File: src/rtl/ddr3_arb_pkg.sv
// Shared encodings for the DDR3 app-port arbiter.
// ARB_STATS_EN (optional) also brings in the statistics counter width.
package ddr3_arb_pkg;

  typedef enum logic [1:0] {
    ST_IDLE = 2'd0,
    ST_WR   = 2'd1,
    ST_RD   = 2'd2,
    ST_TURN = 2'd3
  } arb_state_t;

  typedef enum logic {
    DIR_WR = 1'b0,
    DIR_RD = 1'b1
  } arb_dir_t;

  localparam logic [2:0] CMD_WR = 3'b000;
  localparam logic [2:0] CMD_RD = 3'b001;

`ifdef ARB_STATS_EN
  localparam int unsigned STAT_W = 32;
`endif

endpackage

File: src/rtl/ddr3_wdf_credit.sv
// Write-data credit counter: counts completed write bursts handed to the
// memory controller that have not yet been matched by a write command.
module ddr3_wdf_credit
  import ddr3_arb_pkg::*;
#(
  parameter int CREDIT_W = 6
) (
  input  logic                i_clk,
  input  logic                i_reset_n,
  input  logic                i_wdf_wren,
  input  logic                i_wdf_end,
  input  logic                i_mc_wdf_rdy,
  input  logic                i_cmd_acc,
  output logic                o_wdf_rdy,
  output logic                o_mc_wdf_wren,
  output logic                o_mc_wdf_end,
  output logic [CREDIT_W-1:0] o_credit
);

  localparam logic [CREDIT_W-1:0] CREDIT_ZERO = CREDIT_W'(0);
  localparam logic [CREDIT_W-1:0] CREDIT_ONE  = CREDIT_W'(1);
  localparam logic [CREDIT_W-1:0] CREDIT_FULL = {CREDIT_W{1'b1}};

  logic [CREDIT_W-1:0] r_credit;
  logic                w_full;
  logic                w_beat_acc;
  logic                w_inc;
  logic                w_dec;

  // A full counter back-pressures the requester so the count can never wrap.
  assign w_full     = (r_credit == CREDIT_FULL);
  assign w_beat_acc = i_wdf_wren & i_mc_wdf_rdy & ~w_full;
  assign w_inc      = w_beat_acc & i_wdf_end;
  assign w_dec      = i_cmd_acc & (r_credit != CREDIT_ZERO);

  assign o_wdf_rdy     = i_mc_wdf_rdy & ~w_full;
  assign o_mc_wdf_wren = w_beat_acc;
  assign o_mc_wdf_end  = w_beat_acc & i_wdf_end;
  assign o_credit      = r_credit;

  // Credit register: end beats add, write commands subtract, both cancel.
  always_ff @(posedge i_clk or negedge i_reset_n) begin
    if (!i_reset_n) begin
      r_credit <= CREDIT_ZERO;
    end else if (w_inc && !w_dec) begin
      r_credit <= r_credit + CREDIT_ONE;
    end else if (w_dec && !w_inc) begin
      r_credit <= r_credit - CREDIT_ONE;
    end else begin
      r_credit <= r_credit;
    end
  end

endmodule

File: src/rtl/ddr3_app_arbiter.sv
// Arbitrates the DDR3 app command port between fill-write and fill-read in
// bounded runs with turnaround bubbles; define ARB_STATS_EN for statistics.
module ddr3_app_arbiter
  import ddr3_arb_pkg::*;
#(
  parameter int ADDR_W      = 26,
  parameter int MAX_RUN     = 16,
  parameter int TURN_CYCLES = 2,
  parameter int CREDIT_W    = 6
) (
  input  logic                clk,
  input  logic                reset_n,
  input  logic                acq_enabled,
  input  logic                wr_app_en,
  input  logic [ADDR_W-1:0]   wr_app_addr,
  output logic                wr_app_rdy,
  input  logic                rd_app_en,
  input  logic [ADDR_W-1:0]   rd_app_addr,
  output logic                rd_app_rdy,
  input  logic                wr_wdf_wren,
  input  logic                wr_wdf_end,
  output logic                wr_wdf_rdy,
  output logic                app_wdf_wren,
  output logic                app_wdf_end,
  input  logic                app_wdf_rdy,
  output logic                app_en,
  output logic [2:0]          app_cmd,
  output logic [ADDR_W-1:0]   app_addr,
  input  logic                app_rdy,
  output logic [1:0]          arb_state,
  output logic [CREDIT_W-1:0] wr_credit,
  output logic [31:0]         stat_wr_cmds,
  output logic [31:0]         stat_rd_cmds,
  output logic [31:0]         stat_turns,
  input  logic                stats_clr
);

  localparam int RUN_W  = (MAX_RUN > 1) ? $clog2(MAX_RUN) : 1;
  localparam int TURN_W = (TURN_CYCLES > 1) ? $clog2(TURN_CYCLES) : 1;
  localparam logic [RUN_W-1:0]  RUN_ZERO  = RUN_W'(0);
  localparam logic [RUN_W-1:0]  RUN_ONE   = RUN_W'(1);
  localparam logic [RUN_W-1:0]  RUN_LAST  = RUN_W'(MAX_RUN - 1);
  localparam logic [TURN_W-1:0] TURN_ZERO = TURN_W'(0);
  localparam logic [TURN_W-1:0] TURN_ONE  = TURN_W'(1);
  localparam logic [TURN_W-1:0] TURN_LAST = TURN_W'(TURN_CYCLES - 1);

  arb_state_t         r_state;
  arb_state_t         r_target;
  arb_dir_t           r_last_dir;
  logic [RUN_W-1:0]   r_run_cnt;
  logic [TURN_W-1:0]  r_turn_cnt;

  logic               w_wr_ok;
  logic               w_rd_ok;
  logic               w_wr_acc;
  logic               w_rd_acc;
  logic               w_run_last;
  logic               w_wr_exit;
  logic               w_rd_exit;

  assign w_wr_ok    = wr_app_en & (wr_credit != {CREDIT_W{1'b0}});
  assign w_rd_ok    = rd_app_en & ~acq_enabled;
  assign w_wr_acc   = (r_state == ST_WR) & w_wr_ok & app_rdy;
  assign w_rd_acc   = (r_state == ST_RD) & w_rd_ok & app_rdy;
  // Run counter saturates, so a late-arriving opposite request still ends the run.
  assign w_run_last = (r_run_cnt == RUN_LAST);
  assign w_wr_exit  = ~w_wr_ok | (w_wr_acc & w_run_last & w_rd_ok);
  assign w_rd_exit  = ~w_rd_ok | (w_rd_acc & w_run_last & w_wr_ok);
  assign arb_state  = r_state;

  ddr3_wdf_credit #(
    .CREDIT_W (CREDIT_W)
  ) u_wdf_credit (
    .i_clk         (clk),
    .i_reset_n     (reset_n),
    .i_wdf_wren    (wr_wdf_wren),
    .i_wdf_end     (wr_wdf_end),
    .i_mc_wdf_rdy  (app_wdf_rdy),
    .i_cmd_acc     (w_wr_acc),
    .o_wdf_rdy     (wr_wdf_rdy),
    .o_mc_wdf_wren (app_wdf_wren),
    .o_mc_wdf_end  (app_wdf_end),
    .o_credit      (wr_credit)
  );

  // Command mux: the granted requester drives the port with no added latency.
  always_comb begin
    app_en     = 1'b0;
    app_cmd    = CMD_WR;
    app_addr   = {ADDR_W{1'b0}};
    wr_app_rdy = 1'b0;
    rd_app_rdy = 1'b0;
    case (r_state)
      ST_WR: begin
        app_en     = w_wr_ok;
        app_cmd    = CMD_WR;
        app_addr   = wr_app_addr;
        wr_app_rdy = w_wr_acc;
      end
      ST_RD: begin
        app_en     = w_rd_ok;
        app_cmd    = CMD_RD;
        app_addr   = rd_app_addr;
        rd_app_rdy = w_rd_acc;
      end
      default: begin
        app_en = 1'b0;
      end
    endcase
  end

  // Grant FSM: run length, turnaround bubble and direction history.
  always_ff @(posedge clk or negedge reset_n) begin
    if (!reset_n) begin
      r_state    <= ST_IDLE;
      r_target   <= ST_IDLE;
      r_last_dir <= DIR_WR;
      r_run_cnt  <= RUN_ZERO;
      r_turn_cnt <= TURN_ZERO;
    end else begin
      case (r_state)
        ST_IDLE: begin
          if (w_wr_ok && w_rd_ok) begin
            r_state <= (r_last_dir == DIR_WR) ? ST_RD : ST_WR;
          end else if (w_wr_ok) begin
            r_state <= ST_WR;
          end else if (w_rd_ok) begin
            r_state <= ST_RD;
          end else begin
            r_state <= ST_IDLE;
          end
        end
        ST_WR: begin
          if (w_wr_exit) begin
            r_run_cnt  <= RUN_ZERO;
            r_last_dir <= DIR_WR;
            if (w_rd_ok) begin
              r_state  <= ST_TURN;
              r_target <= ST_RD;
            end else begin
              r_state  <= ST_IDLE;
            end
          end else if (w_wr_acc && !w_run_last) begin
            r_run_cnt <= r_run_cnt + RUN_ONE;
          end
        end
        ST_RD: begin
          if (w_rd_exit) begin
            r_run_cnt  <= RUN_ZERO;
            r_last_dir <= DIR_RD;
            if (w_wr_ok) begin
              r_state  <= ST_TURN;
              r_target <= ST_WR;
            end else begin
              r_state  <= ST_IDLE;
            end
          end else if (w_rd_acc && !w_run_last) begin
            r_run_cnt <= r_run_cnt + RUN_ONE;
          end
        end
        ST_TURN: begin
          // Target is committed; if its request vanished it exits next cycle.
          if (r_turn_cnt == TURN_LAST) begin
            r_turn_cnt <= TURN_ZERO;
            r_state    <= r_target;
          end else begin
            r_turn_cnt <= r_turn_cnt + TURN_ONE;
          end
        end
        default: begin
          r_state <= ST_IDLE;
        end
      endcase
    end
  end

`ifdef ARB_STATS_EN
  logic              w_turn_entry;
  logic [STAT_W-1:0] r_stat_wr;
  logic [STAT_W-1:0] r_stat_rd;
  logic [STAT_W-1:0] r_stat_turns;

  assign w_turn_entry = ((r_state == ST_WR) & w_wr_exit & w_rd_ok) |
                        ((r_state == ST_RD) & w_rd_exit & w_wr_ok);

  // Wrapping statistics counters; a clear request overrides counting.
  always_ff @(posedge clk or negedge reset_n) begin
    if (!reset_n) begin
      r_stat_wr    <= STAT_W'(0);
      r_stat_rd    <= STAT_W'(0);
      r_stat_turns <= STAT_W'(0);
    end else if (stats_clr) begin
      r_stat_wr    <= STAT_W'(0);
      r_stat_rd    <= STAT_W'(0);
      r_stat_turns <= STAT_W'(0);
    end else begin
      if (w_wr_acc) r_stat_wr <= r_stat_wr + STAT_W'(1);
      if (w_rd_acc) r_stat_rd <= r_stat_rd + STAT_W'(1);
      if (w_turn_entry) r_stat_turns <= r_stat_turns + STAT_W'(1);
    end
  end

  assign stat_wr_cmds = r_stat_wr;
  assign stat_rd_cmds = r_stat_rd;
  assign stat_turns   = r_stat_turns;
`else
  logic w_unused_stats_clr;
  assign w_unused_stats_clr = stats_clr;
  assign stat_wr_cmds = 32'd0;
  assign stat_rd_cmds = 32'd0;
  assign stat_turns   = 32'd0;
`endif

endmodule
File: config.mk
export PLATFORM = sky130hd
export DESIGN_NAME = ddr3_app_arbiter
export DESIGN_NICKNAME = d
export VERILOG_FILES = /design/src/rtl/ddr3_arb_pkg.sv /design/src/rtl/ddr3_wdf_credit.sv /design/src/rtl/ddr3_app_arbiter.sv
export SDC_FILE = /design/constraint.sdc
export NUM_CORES = 1
export LEC_CHECK = 0
export CORE_ASPECT_RATIO = 0.5
export CORE_UTILIZATION = 30
export DETAILED_ROUTE_END_ITERATION = 7
export GPL_ROUTABILITY_DRIVEN = 1
export MAX_ROUTING_LAYER = met4
export PLACE_DENSITY = 0.77
export SETUP_SLACK_MARGIN = 0.3
export SYNTH_ARGS = -nofsm -noshare
export SYNTH_HDL_FRONTEND = slang
export SYNTH_SLANG_ARGS = --single-unit
File: constraint.sdc
create_clock -name clk -period 4 [get_ports clk]
set_input_delay 1 -clock clk [delete_from_list [all_inputs] [get_ports clk]]
set_output_delay 1 -clock clk [all_outputs]
set_load 0.01 [all_outputs]
=== Word level (Yosys, flattened, before mapping) ===
Index checks and enable logic that the tools add are counted.

* Mux-type cells: 31
* Add/subtract/negate cells: 4
* Equality and inequality tests: 12
* Bitwise operators: 21
* Reductions and logical operators: 16

{| class="wikitable"
|+ Operators with widths
! kind !! number
|-
| 26-bit one-hot mux with 2 select lines || 1
|-
| 2-bit two-way mux || 13
|-
| 4-bit two-way mux || 4
|-
| 1-bit bitwise AND || 15
|-
| 6-bit two-way mux || 2
|-
| 2-bit != test, second input constant || 5
|-
| 3-bit AND reduction || 3
|-
| 2-bit one-hot mux with 4 select lines || 1
|-
| 4-bit one-hot mux with 2 select lines || 1
|-
| 6-bit by 1-bit adder with 6-bit output, second input constant || 1
|-
| 6-bit equality test, second input constant || 1
|-
| 1-bit two-way mux || 6
|-
| 3-bit by 2-bit != test with 1-bit output, second input constant || 2
|-
| 6-bit nonzero test || 1
|-
| 6-bit by 1-bit subtractor with 6-bit output, second input constant || 1
|-
| 1-bit logical AND || 5
|-
| 5-bit AND reduction || 1
|-
| 4-bit by 1-bit adder with 4-bit output, second input constant || 1
|-
| 2-bit equality test, second input constant || 2
|-
| 4-bit equality test, second input constant || 1
|-
| 1-bit inverter || 4
|-
| 1-bit one-hot mux with 2 select lines || 2
|-
| 2-bit one-hot mux with 2 select lines || 1
|-
| 2-bit nonzero test || 2
|-
| other kinds (5) || 8
|}

* Output and inout port bits: 139
* Flip-flop bits (word level): 16
* Input bits: 62
* Logic and storage cells: 90

=== Depth between registers and ports, before layout ===
* Word-level depth: 9
* Mapped depth: 14
* Mapped depth without buffers: 12

=== Hierarchy ===
Synthesis repeated with hierarchy kept, for this count alone.

* Cells, all modules: 294
* Area, all modules: 2333.5 µm²

{| class="wikitable"
|+ By module, submodules not included
! module !! area an instance (µm²) !! cells an instance !! sequential area each (µm²) !! instances
|-
| ddr3_app_arbiter || 1838.0 || 245 || 250.2 || 1
|-
| ddr3_wdf_credit || 495.5 || 49 || 150.1 || 1
|}

=== Least setup slack after synthesis ===
No wires, ideal clock.

* Kind: reg-to-reg
* Start: register u_wdf_credit.r_credit[2], in the netlist u_wdf_credit.o_credit[2]
* End: register u_wdf_credit.r_credit[5], in the netlist u_wdf_credit.o_credit[5]
* Setup slack: 885 ps
* Clock period less this slack: 3115 ps
* Setup time: 79 ps
* Buffers on the path: 0
* Data required time: 3921 ps
* Stages on the path, launching flop included: 13
* Arrival time: 3036 ps
* Path through: dfrtp_1 -> or4_4 -> o21a_1 -> and3_1 -> inv_1 -> ha_1 -> inv_1 -> ha_1 -> a21o_1 -> a21oi_1 -> or4_1 -> nand3_1 -> xor2_1

* Cells in the longest elaborated chain, start to end: 8
* Elaborated cells on any way between the ends: 18
* Those cells by class: add/sub: 2; eq/ne: 1; mux: 2; bitwise: 7; reduce/logical: 6

{| class="wikitable"
|+ RTL lines
! element !! RTL line !! text
|-
| start: declaration || ddr3_wdf_credit.sv:24 || <nowiki>logic [CREDIT_W-1:0] r_credit;</nowiki>
|-
| start signal: assignment || ddr3_wdf_credit.sv:46 || <nowiki>r_credit <= r_credit + CREDIT_ONE;</nowiki>
|-
| start signal: assignment || ddr3_wdf_credit.sv:48 || <nowiki>r_credit <= r_credit - CREDIT_ONE;</nowiki>
|-
| start signal: assignment || ddr3_wdf_credit.sv:50 || <nowiki>r_credit <= r_credit;</nowiki>
|-
| 6-bit nonzero test || ddr3_wdf_credit.sv:34, ddr3_app_arbiter.sv:61 ||
|-
| 1-bit bitwise AND || ddr3_app_arbiter.sv:61 || <nowiki>assign w_wr_ok = wr_app_en & (wr_credit != {CREDIT_W{1'b0}});</nowiki>
|-
| 1-bit bitwise AND (2 in a row) || ddr3_app_arbiter.sv:63 || <nowiki>assign w_wr_acc = (r_state == ST_WR) & w_wr_ok & app_rdy;</nowiki>
|-
| 1-bit bitwise AND || ddr3_wdf_credit.sv:34 || <nowiki>assign w_dec = i_cmd_acc & (r_credit != CREDIT_ZERO);</nowiki>
|-
| 1-bit logical NOT || ddr3_wdf_credit.sv:45 || <nowiki>end else if (w_inc && !w_dec) begin</nowiki>
|-
| 1-bit logical AND || ddr3_wdf_credit.sv:45 ||
|-
| 6-bit two-way mux / 2-bit nonzero test (equally long branches) || - ||
|}

Parallel ways exist; a longest one is shown, timed or not. The select of a mux whose other input is x is not followed.
A chain may end at the register's enable or synchronous reset.

=== Worst setup path in the final report ===
* Start: input port rd_app_en
* End: output port app_en

* Cells in the longest elaborated chain, start to end: 2

{| class="wikitable"
|+ RTL lines
! element !! RTL line !! text
|-
| start: declaration || ddr3_app_arbiter.sv:17 || <nowiki>input logic rd_app_en,</nowiki>
|-
| 1-bit bitwise AND || ddr3_app_arbiter.sv:62 || <nowiki>assign w_rd_ok = rd_app_en & ~acq_enabled;</nowiki>
|-
| 1-bit one-hot mux with 2 select lines || ddr3_app_arbiter.sv:93 || <nowiki>case (r_state)</nowiki>
|-
| end: declaration || ddr3_app_arbiter.sv:26 || <nowiki>output logic app_en,</nowiki>
|}

No other way between the ends.

==> flow_summary.yaml <==
floorplan:
  ios: 201
  start_util: 0.324
  rows: 21
  dieHeight_microns: 63.4
  die_w_microns: 125
  dieArea_sq_um: 7920
  coreArea_sq_um: 6990
worst_hold_path:
  hold_path_class: "register to register"
  hold_end: "r_turn_cnt$_DFFE_PN0N_"
  worstHoldStart: "r_turn_cnt$_DFFE_PN0N_"
  min_path_cells: 1
cells_and_area:
  diodes: 0
  drive_above_1_share: 0.0519
  n_fill_cell: 706
  area_growth_pct: 36.8
  multiInputGateArea_sq_um: 1410
  final-seq-area_sq_um: 400
  nNetsFinal: 459
  instances_no_fill: 477
global_routing:
  track_usage: 0.140
  grt_pass1_wl_microns: 8780
  grt_max_degree: 35
  gr-total-overflow: 0
  first_global_vias: 1788
  antenna_found_initial: 0
clock_tree:
  cts_tree: "done"
  clk_latency_ns: 0.24
  cts_resized: 0
  cts_max_level: 1
  postCtsSetupBuffers: 0
  cts_max_path_buffers: 2
  numCtsBuffers: 3
  postCtsHoldBufs: 0
  root_buffer: "clkbuf_16"
  clock_sinks: 16
  clk_pin_slew_ns: 0.05
route:
  via_per_inst: 4.26
  drc: 23
  wire_per_inst_microns: 12.0
  wl_microns: 5730
  initialDrtViolationCount: 143
  first_pass_iters: 7
  vias: 2031
  ant_nets: 0
placement:
  post-place-cells: 473
  hpwl_microns: 4530
  dp_slack_ns: 0.207
  port_buffers: 101
  routabilityCongestion: 0.813
logic_synthesis:
  ys.flop_type: "dfrtp_1"
  yosysWarnings: 0
  synth_cell_types: 47
  synthArstFlopShare: 1.00
  synth_edf_count: 0
  ys_ff_latch: 16
  synthCells: 288
  netlist_area_sq_um: 2260
  synth_top_area_frac: 0.325
  synth_seq_area_share: 0.177
  synth.area.top_cells: "buf_4 32%, dfrtp_1 18%, a22oi_1 8.6%, ha_1 5.5%, nor2_1 5.0%"
  avgSynthCellArea_sq_um: 7.86
  yosysTopAreaCell: "buf_4"
setup_path:
  max_stage_delay_ns: 0.58
  r2r_cells: 12
  critPathTopFamily: "buffers and inverters"
  crit_buf_inv: 2
  crit_path_cell_trace: "clkdlybuf4s50_1 -> nor2b_1 -> nand2_1 -> a21oi_1 -> clkdlybuf4s50_1"
  cp_data_required_time_ns: 3.00
  critPathKind: "primary input to primary output"
  r2r-end: "u_wdf_credit.o_credit[5]$_DFFE_PN0P_"
  startpoint_type: "primary input"
  cp_max_fo: 6
  cp-end-kind: "primary output"
  rrSetupSlack_ns: 0.69
  r2r-start: "u_wdf_credit.o_credit[2]$_DFFE_PN0P_"
  cp.arrival_ns: 2.60
  slowest_stage: "clkdlybuf4s50_1"
  cpMostUsedCell: "clkdlybuf4s50_1"
sta:
  holdWs_ns: 0.475
  setup_tns_ns: 0
  tightestPinTransition_ns: 0.791
  fin_skew_ns: 0.00199
  slew_violations: 0
  setup_viol: 0
  rsz0062_at_grt: "false"
  setup_slack_ns: 0.396
  post-route-period-util: 0.901
  fmax_mhz: 277
  relSlewSlack: 0.471
  hold_viol: 0
  min_period_ns: 3.60
pwr:
  p_total_mw: 1.83
  p_leak_nw: 1.41
  p_per_area_nw_per_um2: 590
  ir_drop_uv: 251
flow_run:
  max_cap_viol_count: 0
outcome:
  violations: "DRC"
  status: "finished, violations left"
## cell usage in the layout, fill, tap and decap left out, types with 2 or more instances in the layout
| cell | n |
|---|---|
| o21a_1 | 2 |
| o21ai_0 | 9 |
| xnor2_1 | 3 |
| conb_1 | 98 |
| nand2b_1 | 2 |
| ha_1 | 10 |
| mux2_2 | 2 |
| nand2_1 | 11 |
| inv_1 | 10 |
| xor2_1 | 3 |
| and3_1 | 4 |
| clkbuf_16 | 3 |
| mux2i_1 | 3 |
| a22oi_1 | 26 |
| a21o_1 | 3 |
| buf_4 | 4 |
| a21oi_1 | 4 |
| dfrtp_1 | 16 |
| nand4_1 | 3 |
| nor4_1 | 2 |
| a22o_1 | 2 |
| clkdlybuf4s50_1 | 101 |
| nor2_1 | 30 |
| nand3_1 | 7 |
| o211ai_1 | 3 |
## logic make-up (layout without fill, tap and decap cells)
family          count (synthesis)  count (layout)  synth area share
compound gates                 63              63             0.212
flops                          16              16             0.177
mux                             5               5            0.0232
simple gates                   66              66             0.138
buf+inv                       120             120             0.361
other cells                     1              98           0.00166
xor+xnor                        6               6            0.0232
fa+ha+maj                      11              11            0.0641
## layer usage
metal / global-route usage / up-vias / routed length [microns]
met3: 0.0221 / 2 / 295
met2: 0.251 / 74 / 3010
met1: 0.169 / 960 / 2390
met5: - / - / 0
met4: 0.0290 / 0 / 36
li1: - / 995 / -
## layout make-up
cell class	instances	area share
clock buffers	4	0.0287
inverters	11	0.0133
multi-input cells	249	0.456
flip-flops and latches	16	0.129
well taps	92	0.0372
repair buffers	105	0.336
## worst max path at each step
| stage | cells past startpoint | to | slack [ns] | startpoint |
|---|---|---|---|---|
| 2_1_floorplan | 12 | u_wdf_credit.o_credit[5]$_DFFE_PN0P_ | 0.88 | u_wdf_credit.o_credit[2]$_DFFE_PN0P_ |
| 3_3_place_gp | 12 | u_wdf_credit.o_credit[5]$_DFFE_PN0P_ | 0.30 | wr_app_en |
| 3_5_place_dp | 12 | u_wdf_credit.o_credit[5]$_DFFE_PN0P_ | 0.21 | wr_app_en |
| 4_1_cts | 5 | app_en | 0.33 | wr_app_en |
| 5_1_grt | 5 | app_en | 0.32 | rd_app_en |
| 6_report | 5 | app_en | 0.40 | rd_app_en |
## where the power goes
group | internal, mW | total, mW | switching, mW
registers | 0.228 | 0.305 | 0.0769
clock network | 0.152 | 0.216 | 0.0646
logic | 0.632 | 1.31 | 0.674
total | 1.01 | 1.83 | 0.816
## flip-flops by register name (all words and copies together) (netlist names)
name,cells
u_wdf_credit.o_credit,6
r_run_cnt,4
arb_state,2
r_target,2
r_last_dir,1
r_turn_cnt,1
## through the flow
| step | util | cell area, sq um |
|---|---|---|
| CTS | 0.443 | 3100 |
| finish | 0.443 | 3100 |
| detailed placement | 0.430 | 3010 |
| global placement | 0.430 | 3010 |
| global route | 0.443 | 3100 |
| floorplan | - | 2630 |
## synth_stat cells, types with 2 or more instances
master / instances
a21o_1: 3
o21a_1: 3
xor2_1: 3
a22o_1: 2
o21ai_0: 9
nor2_1: 30
mux2_2: 2
nand3_1: 7
inv_1: 10
ha_1: 10
buf_4: 98
o211ai_1: 3
mux2i_1: 3
a22oi_1: 26
dfrtp_1: 16
nand2b_1: 2
buf_1: 2
nand4_1: 3
and3_1: 4
clkbuf_1: 9
a21oi_1: 4
nand2_1: 11
xnor2_1: 3
nor4_1: 2
(Power assumes the default switching activity.)
